===== src/rtl/array_serializer_pkg.sv =====
// Shared types and helpers for array_serializer.
package array_serializer_pkg;

  typedef enum logic {
    IDLE = 1'b0,
    SEND = 1'b1
  } state_e;

  // Index port width; a single-element array still needs a 1-bit index.
  function automatic int idx_width(input int n);
    return (n <= 1) ? 1 : $clog2(n);
  endfunction

endpackage


===== src/rtl/array_serializer.sv =====
// Captures a parallel vector and replays it one element per handshake.
// Optional running-sum output enabled by defining ARRAY_SERIALIZER_SUM_EN.
module array_serializer
  import array_serializer_pkg::*;
#(
  parameter int DATA_WIDTH = 16,
  parameter int NUM_INPUTS = 8,
  localparam int IDX_WIDTH = idx_width(NUM_INPUTS)
`ifdef ARRAY_SERIALIZER_SUM_EN
  ,
  localparam int SUM_WIDTH = DATA_WIDTH + $clog2(NUM_INPUTS)
`endif
) (
  input  logic                  clk,
  input  logic                  rst,
  input  logic                  in_valid,
  output logic                  in_ready,
  input  logic [DATA_WIDTH-1:0] in [NUM_INPUTS],
  output logic                  out_valid,
  input  logic                  out_ready,
  output logic [DATA_WIDTH-1:0] out,
  output logic [IDX_WIDTH-1:0]  out_index,
  output logic                  out_last
`ifdef ARRAY_SERIALIZER_SUM_EN
  ,
  output logic [SUM_WIDTH-1:0]  sum
`endif
);

  localparam logic [IDX_WIDTH-1:0] LAST_IDX = IDX_WIDTH'(NUM_INPUTS - 1);

  state_e                state_q, state_d;
  logic [IDX_WIDTH-1:0]  idx_q, idx_d;
  logic [DATA_WIDTH-1:0] buf_q [NUM_INPUTS];
  logic [DATA_WIDTH-1:0] buf_d [NUM_INPUTS];
  logic                  out_valid_q, out_valid_d;
  logic                  out_last_q, out_last_d;
  logic [DATA_WIDTH-1:0] out_q, out_d;
  logic                  accept, beat, load;

  // A new vector is taken while idle, or on the final beat for zero-bubble streaming.
  assign in_ready = !rst && ((state_q == IDLE) || (out_ready && out_last_q));

  always_comb begin
    beat    = out_valid_q && out_ready;
    accept  = in_valid && in_ready;
    state_d = state_q;
    idx_d   = idx_q;
    buf_d   = buf_q;
    load    = 1'b0;
    if (accept) begin
      buf_d   = in;
      idx_d   = '0;
      state_d = SEND;
      load    = 1'b1;
    end else if (beat) begin
      if (out_last_q) begin
        state_d = IDLE;
        idx_d   = '0;
      end else begin
        idx_d = idx_q + 1'b1;
      end
    end
    // Outputs are precomputed from next state so they come straight from flops.
    out_valid_d = (state_d == SEND);
    out_d       = out_valid_d ? buf_d[idx_d] : '0;
    out_last_d  = out_valid_d && (idx_d == LAST_IDX);
  end

`ifdef ARRAY_SERIALIZER_SUM_EN
  logic [SUM_WIDTH-1:0] sum_q, sum_d;

  always_comb begin
    sum_d = sum_q;
    if (!out_valid_d) begin
      sum_d = '0;
    end else if (load) begin
      sum_d = SUM_WIDTH'(out_d);
    end else if (beat) begin
      sum_d = sum_q + SUM_WIDTH'(out_d);
    end
  end

  always_ff @(posedge clk) begin
    if (rst) begin
      sum_q <= '0;
    end else begin
      sum_q <= sum_d;
    end
  end

  assign sum = sum_q;
`endif

  always_ff @(posedge clk) begin
    if (rst) begin
      state_q     <= IDLE;
      idx_q       <= '0;
      buf_q       <= '{default: '0};
      out_valid_q <= 1'b0;
      out_last_q  <= 1'b0;
      out_q       <= '0;
    end else begin
      state_q     <= state_d;
      idx_q       <= idx_d;
      buf_q       <= buf_d;
      out_valid_q <= out_valid_d;
      out_last_q  <= out_last_d;
      out_q       <= out_d;
    end
  end

  assign out_valid = out_valid_q;
  assign out_last  = out_last_q;
  assign out       = out_q;
  assign out_index = idx_q;

endmodule

===== config.mk =====
export PLATFORM = sky130hd
export DESIGN_NAME = array_serializer
export DESIGN_NICKNAME = d
export VERILOG_FILES = /design/src/rtl/array_serializer_pkg.sv /design/src/rtl/array_serializer.sv
export SDC_FILE = /design/constraint.sdc
export NUM_CORES = 1
export LEC_CHECK = 0
export BUFFER_PORTS_ARGS = -buffer_cell sky130_fd_sc_hd__buf_2
export CAP_MARGIN = 10
export CORE_MARGIN = 4
export CORE_UTILIZATION = 25
export CTS_BUF_LIST = sky130_fd_sc_hd__clkbuf_2 sky130_fd_sc_hd__clkbuf_4 sky130_fd_sc_hd__clkbuf_8
export CTS_CLUSTER_DIAMETER = 60
export DETAILED_ROUTE_END_ITERATION = 8
export PLACE_DENSITY = 0.54
export SETUP_SLACK_MARGIN = 0.4
export SLEW_MARGIN = 10
export SYNTH_ARGS = -nofsm -noshare
export SYNTH_HDL_FRONTEND = slang
export SYNTH_SLANG_ARGS = --single-unit

===== constraint.sdc =====
create_clock -name clk -period 3.2 [get_ports clk]
set_clock_uncertainty 0.05 [all_clocks]
set_input_delay 0 -clock clk [delete_from_list [all_inputs] [get_ports clk]]
set_output_delay 0 -clock clk [all_outputs]
set_load 0.01 [all_outputs]

==> results of run 1 <==
==> per-stage QoR <==
stage | cell area, sq um | utilization (%) | instances
after floorplan | 7050 | - | 910
after global placement | 8260 | 29.7 | 1376
after detailed placement | 8260 | 29.7 | 1376
after CTS | 10000 | 36.0 | 1539
after global routing | 10000 | 36.0 | 1539
final | 10000 | 36.0 | 1539
==> power groups by stage <==
stage / combinational [mW] / clock [mW] / sequential [mW]
after floorplan: 0.390 / 0 / 2.01
after global routing: 0.874 / 1.71 / 1.99
after global placement: 0.674 / 0 / 2.03
final: 0.804 / 1.60 / 1.98
after detailed placement: 0.674 / 0 / 2.03
after CTS: 0.801 / 1.63 / 1.98
==> layout make-up <==
class | instances | area share (%)
clock inverter | 9 | 1.54
tap | 378 | 4.72
inverter | 32 | 1.20
sequential | 149 | 29.8
clock buffer | 21 | 2.70
timing repair buffer | 324 | 24.3
multi-input combinational | 626 | 35.7
==> layer usage <==
layer / track usage, % / vias to the layer above
li1: - / 3761
met1: 25.1 / 3583
met2: 26.5 / 257
met3: 3.06 / 35
met4: 6.14 / 0
met5: 0 / -
==> cells by family (layout without fill, tap and decap cells) <==
logic type,after synthesis,count (layout)
compound gates,282,282
fa+ha+maj,1,1
buf+inv,135,386
flops,149,149
mux,1,1
simple gates,342,342
==> placed cells by master, fill, tap and decap left out, types with 31 or more instances in the layout <==
cell           instances
a211oi_1              32
nand4b_1              33
nor3_1                33
a21oi_1              130
a221oi_1              32
buf_2                152
nand2_1              194
dlygate4sd3_1        133
inv_1                 32
dfxtp_1              149
nand3_1               32
buf_4                 35
nor4b_1               32
a311oi_1              32
o21ai_0               31
==> final timing paths <==
kind              cells after the start  slack, ns           end  startpoint
setup / recovery                      6       0.57        out[2]   out_valid
hold / removal                        5       0.11  out_index[2]   out_ready
setup reg to reg                      6       0.57        out[2]   out_valid
hold reg to reg                       2       0.40     buf_q[58]   buf_q[58]
==> worst min-delay path, cell delays in order <==
cell and delay (ns):
buf_2 0.16, nand2_1 0.10, and2_1 0.14, o21ai_1 0.10, nor2_1 0.10
==> sequential cells by signal (all words and copies together) (netlist names) <==
signal     flops
out_last       1
out           16
buf_q        128
out_valid      1
out_index      3
==> repair_timing <==
item,in CTS,in global routing
buffers inserted,0,0
hold buffers,133,0
endpoints found under the hold margin,129,0
==> key figures, run 1 <==
Logic synthesis
  • Sequential area share after synthesis: 42.3%
  • Synthesis-stage register bit count: 149
  • Synth warn: 0
  • EDFF count, synth: 0
  • Post-synthesis simple-gate area fraction: 24.4%
  • Asr flop ratio synth: 0%
  • Mux cell area share after synthesis: less than 1%
  • Distinct cells, synth: 35
  • Largest family of logic cells by synthesized area: compound AO/OA/AOI/OAI gates
  • Synth Area in XOR/XNOR: 0%
  • Top cell type's share of synthesized area: 42.3%
  • Synth Instances: just over 900
  • Count leader, synth: nand2_1
  • Adder-Cell Fraction of Synth Area: 0.177%
  • Synth top cells by count: nand2_1 (195), dfxtp_1 (149), a21oi_1 (130)
  • Compound-gate portion of the synthesized area: roughly a quarter
  • Syn_area_per_cell: slightly below 8 sq um
  • Area leader, netlist: dfxtp_1
  • Post-synthesis cell area: roughly 0.0071 sq mm
  • Synth top area cells: dfxtp_1 (42%), nand2_1 (10%), a21oi_1 (9.2%)
  • Synthesized net count: 1043
  • Ys flop type: dfxtp_1

Floorplan
  • Die X: 176 um
  • IO Pins: 154
  • Num rows: 61
  • Die span in y: 176 um
  • Die area: 0.0310 sq mm
  • Core area: 0.0278 sq mm
  • Starting density of the core: 25.4%

CTS
  • CTS tree: yes
  • Root Buffer: clkbuf_8
  • Clk_lat worst skew: roughly 0.46 ns
  • CTS H-tree lvls: 4
  • Max Buffers Root-to-Sink: 2
  • Post_cts resized: 0
  • Clk slew on worst S/H paths: 0.08 ns
  • Sink Count: 149
  • TritonCTS buffer count: 17

Pwr
  • Sw Ratio: 27.5%
  • Clock power frac: a little over a third
  • Peak VDD IR: approximately 0.24 mV
  • Total power: 4.39 mW
  • Power Dens Cells: roughly 440 mW/mm^2
  • Leakage: 3.61 nW
  • Logic pwr share: 18.3%
  • Part of the power in registers: a little under half
  • Psw: roughly 1.2 mW
  • Power Internal: 3.18 mW

Critical path
  • CP startpoint kind: flop
  • Worst setup EP type: flop
  • CP max-delay cell: a21boi_4
  • Slowest stage delay, CP: 0.63 ns
  • CP top delay family: compound AO/OA/AOI/OAI gates
  • Worst Path Max Fanout: 20
  • Cell Chain, Critical Path: a21boi_4 -> buf_4 -> o21ai_0 -> a221oi_1 -> a211oi_1 -> o22ai_1
  • Worst Path Buf+Inv: 1
  • Crit Path Category: reg -> reg
  • CP required: 3.52 ns
  • Worst path arrival time: ~3.0 ns

Route
  • Initial DRT Pass Iterations: 5
  • Antenna Nets Post-Route: 0
  • DRC viols: 0
  • Top sig layer: met4
  • Vias per inst: 4.96
  • Met2 Wirelength: about 12 mm
  • Met1 wire length: ~13 mm
  • Vias post-DR: 7636
  • Avg WL per Cell: 17.9 um
  • Drt initial violations: between 400 and 500
  • DR WL met3: 1.48 mm
  • Total Wirelength: between 20 and 30 mm

Global routing
  • Initial antenna violation count: 0
  • Remaining global-route overflow: 0
  • Gr usage total: about 17%
  • Largest net degree at the start of global routing: 82
  • Vias in the first global route: 7393
  • First-pass GRT wire length: approximately 43 mm

STA
  • Hold Violations, Final: 0
  • RSZ-0062 raised after global routing: no
  • Setup ws final: ~0.57 ns
  • Max Slew Vio Count: 0
  • Slew HR: 36.6%
  • Worst-Margin Slew: between 0.9 and 1 ns
  • Fin crit share: 82.2%
  • Final Setup Violations: 0
  • TNS Setup: 0 ns
  • Final worst path period need: around 2.6 ns
  • Worst hold margin: 0.114 ns
  • Achievable Freq: 380 MHz

Final layout
  • Fin nets: 1283
  • Layout cells sized above 1: 19.9%
  • Area of the multi-input gates: 0.00358 sq mm
  • Seq. cell area: approximately 0.0030 sq mm
  • Layout area overhead: 42.0%
  • Fillers: 2991
  • # diodes: 0

Placed design
  • Final Wtd Congestion: 0.820
  • Input/output buffers: 153
  • Post-DP HPWL: 19.4 mm
  • Pre-CTS WS: about 0.59 ns

Flow run
  • Max Cap Violations: 0

Min path
  • Hold WC Path Type: in -> reg

Outcome
  • Status: completed
Power figures use the tool's default switching activity.
==> run 2, diff against run 1 <==
- clock period: 3.2 -> 2.7 ns (I/O delays scaled with it)
==> key figures, run 2 (synthesis gave the netlist of run 1 again) <==
STA
  • Final worst path period need: 2.29 ns (-0.339 ns)
  • Max Slew Vio Count: 0 (unchanged)
  • Worst-Margin Slew: 0.915 ns (-0.0336 ns)
  • RSZ-0062 raised after global routing: yes
  • Setup ws final: 0.408 ns (-0.161 ns)
  • Fin crit share: 84.9% (+2.7 points)
  • Final Setup Violations: 0 (unchanged)
  • Achievable Freq: 436 MHz (+15%)
  • TNS Setup: 0 ns (unchanged)
  • Hold Violations, Final: 0 (unchanged)
  • Slew HR: 39.0% (+2.4 points)

Pwr
  • Sw Ratio: 29.2% (+1.8 points)
  • Power Dens Cells: 503 mW/mm^2 (+15%)
  • Psw: 1.54 mW (+27%)
  • Peak VDD IR: 0.256 mV (+8.6%)
  • Clock power frac: 35.4% (-1.1 points)
  • Part of the power in registers: 44.8% (-0.4 points)
  • Logic pwr share: 19.8% (+1.5 points)
  • Power Internal: 3.71 mW (+17%)
  • Leakage: 3.80 nW (+5.2%)

CTS
  • Clk slew on worst S/H paths: 0.09 ns (about the same)
  • Max Buffers Root-to-Sink: 2 (unchanged)
  • TritonCTS buffer count: 17 (unchanged)
  • CTS tree: yes
  • CTS H-tree lvls: 4 (unchanged)
  • Clk_lat worst skew: 0.46 ns (about the same)
  • Sink Count: 149 (unchanged)
  • Root Buffer: clkbuf_8

Critical path
  • Worst path arrival time: 2.56 ns (-0.39 ns)
  • FF-to-FF path depth: 8 (+2)
  • Worst setup EP type: flop
  • Worst path depth: 8 (+2)
  • Crit Path Category: reg -> reg
  • Cell Chain, Critical Path: ha_1 -> and4b_2 -> nor2_4 -> buf_4 -> clkbuf_16 -> a221oi_1 -> a211oi_2 -> o22ai_1
  • CP top delay family: compound AO/OA/AOI/OAI gates
  • Worst Path Buf+Inv: 2 (+1)
  • CP required: 2.97 ns (-0.55 ns)
  • CP max-delay cell: a211oi_2
  • Worst Path Max Fanout: 16 (-20%)
  • Slowest stage delay, CP: 0.39 ns (-0.24 ns)
  • CP startpoint kind: flop

Global routing
  • First-pass GRT wire length: 45.1 mm (+5.7%)
  • Largest net degree at the start of global routing: 76 (-7.3%)
  • Gr usage total: 18.6% (+1.1 points)
  • Initial antenna violation count: 1 (+1)
  • Vias in the first global route: 7685 (+3.9%)
  • Remaining global-route overflow: 0 (unchanged)

Route
  • Avg WL per Cell: 19.0 um (+5.8%)
  • Vias per inst: 5.09 (+2.7%)
  • Total Wirelength: 29.6 mm (+7.2%)
  • Antenna Nets Post-Route: 0 (unchanged)
  • Drt initial violations: 728 (+52%)
  • Vias post-DR: 7943 (+4.0%)
  • DRC viols: 0 (unchanged)
  • Initial DRT Pass Iterations: 5 (unchanged)

Final layout
  • Top reg by flops: buf_q
  • Fin nets: 1301 (+1.4%)
  • # diodes: 0 (unchanged)
  • Most common cell after layout, fill and taps aside: nand2_1
  • Max reg flops: 128 (unchanged)
  • Most frequent cells in the layout: nand2_1 (194), buf_2 (152), dfxtp_1 (146), a21oi_1 (130), dlygate4sd3_1 (130)
  • Layout cells sized above 1: 23.4% (+3.5 points)
  • Layout area overhead: 48.0%

Flow run
  • Max Cap Violations: 0 (unchanged)

Floorplan
  • Die X: 176 um (unchanged)
  • Core area: 0.0278 sq mm (unchanged)
  • IO Pins: 154 (unchanged)
  • Num rows: 61 (unchanged)
  • Die area: 0.0310 sq mm (unchanged)
  • Die span in y: 176 um (unchanged)
  • Starting density of the core: 25.4% (unchanged)

Min path
  • Hold WC Path Type: in -> reg
  • Hold path cells: 5 (unchanged)

Placed design
  • Input/output buffers: 153 (unchanged)
  • Post-DP HPWL: 20.0 mm (+3.3%)
  • Pre-CTS WS: 0.192 ns (-0.401 ns)
  • Final Wtd Congestion: 0.876 (+6.8%)

Outcome
  • Status: completed
## run 2: changes by cell type in the layout (fill, tap and decap cells not counted), moves of 4 or more
cell / delta
nor4b_1: -7
a211oi_2: +4
a221oi_2: +4
nor4b_2: +7
a221oi_1: -4
inv_6: +5
buf_4: +8
buf_12: +10
a211oi_1: -4
## run 2: path summary, 6_finish.rpt
check	from	end	slack (ns)
max reg2reg	out_index[0]	out[4]	0.41
min reg2reg	buf_q[62]	buf_q[62]	0.40
max	out_index[0]	out[4]	0.41
min	out_ready	out_index[2]	0.12
## run 2: power by group through the flow
| stage | clock network [mW] | logic (mW) | registers [mW] |
|---|---|---|---|
| finish | 1.86 | 1.04 | 2.35 |
| global route | 1.97 | 1.13 | 2.36 |
| CTS | 1.89 | 1.02 | 2.35 |
| detailed placement | 0 | 0.855 | 2.40 |
| global placement | 0 | 0.856 | 2.40 |
| floorplan | 0 | 0.462 | 2.38 |
## run 2: stage by stage
step | utilization, % | power (mW) | hold WS [ns] | std cells | cell area [sq um]
3_3_place_gp | 30.6 | 3.26 | 0.195 | 1393 | 8510
2_1_floorplan | - | 2.84 | 0.0860 | 910 | 7050
6_report | 37.6 | 5.25 | 0.125 | 1559 | 10400
5_1_grt | 37.6 | 5.45 | 0.153 | 1559 | 10400
3_5_place_dp | 30.6 | 3.26 | 0.199 | 1393 | 8510
4_1_cts | 37.1 | 5.26 | 0.0860 | 1556 | 10300
## run 2: worst reg2reg max path: stages, from the launching register on
cell,delay (ns)
dfxtp_2,0.37
ha_1,0.29
and4b_2,0.28
nor2_4,0.19
buf_4,0.16
clkbuf_16,0.18
a221oi_1,0.08
a211oi_2,0.39
o22ai_1,0.15
## run 2: routing by layer
metal	part of all wire, %	vias to the layer above	GRT usage, %
met5	0	-	0
met4	2.5	0	5.88
met3	6.1	40	3.19
met2	45	319	28.4
met1	47	3776	26.7
li1	-	3808	-
## run 2: layout make-up
class | instances | area, sq um
Timing Repair Buffer | 342 | 2730
Sequential cell | 149 | 2990
Clock buffer | 21 | 289
Inverter | 32 | 120
Fill cell | 2967 | 17300
Tap cell | 378 | 473
Multi-Input combinational cell | 626 | 3700
Clock inverter | 11 | 136
## run 2: timing repair
item,4_1_cts,5_1_grt
endpoints found under the setup margin,8,10
buffers inserted,0,2
hold buffers,130,0
gates cloned,1,1
gates resized for setup,10,15
hold endpoints to repair,131,0
pin swaps,0,3
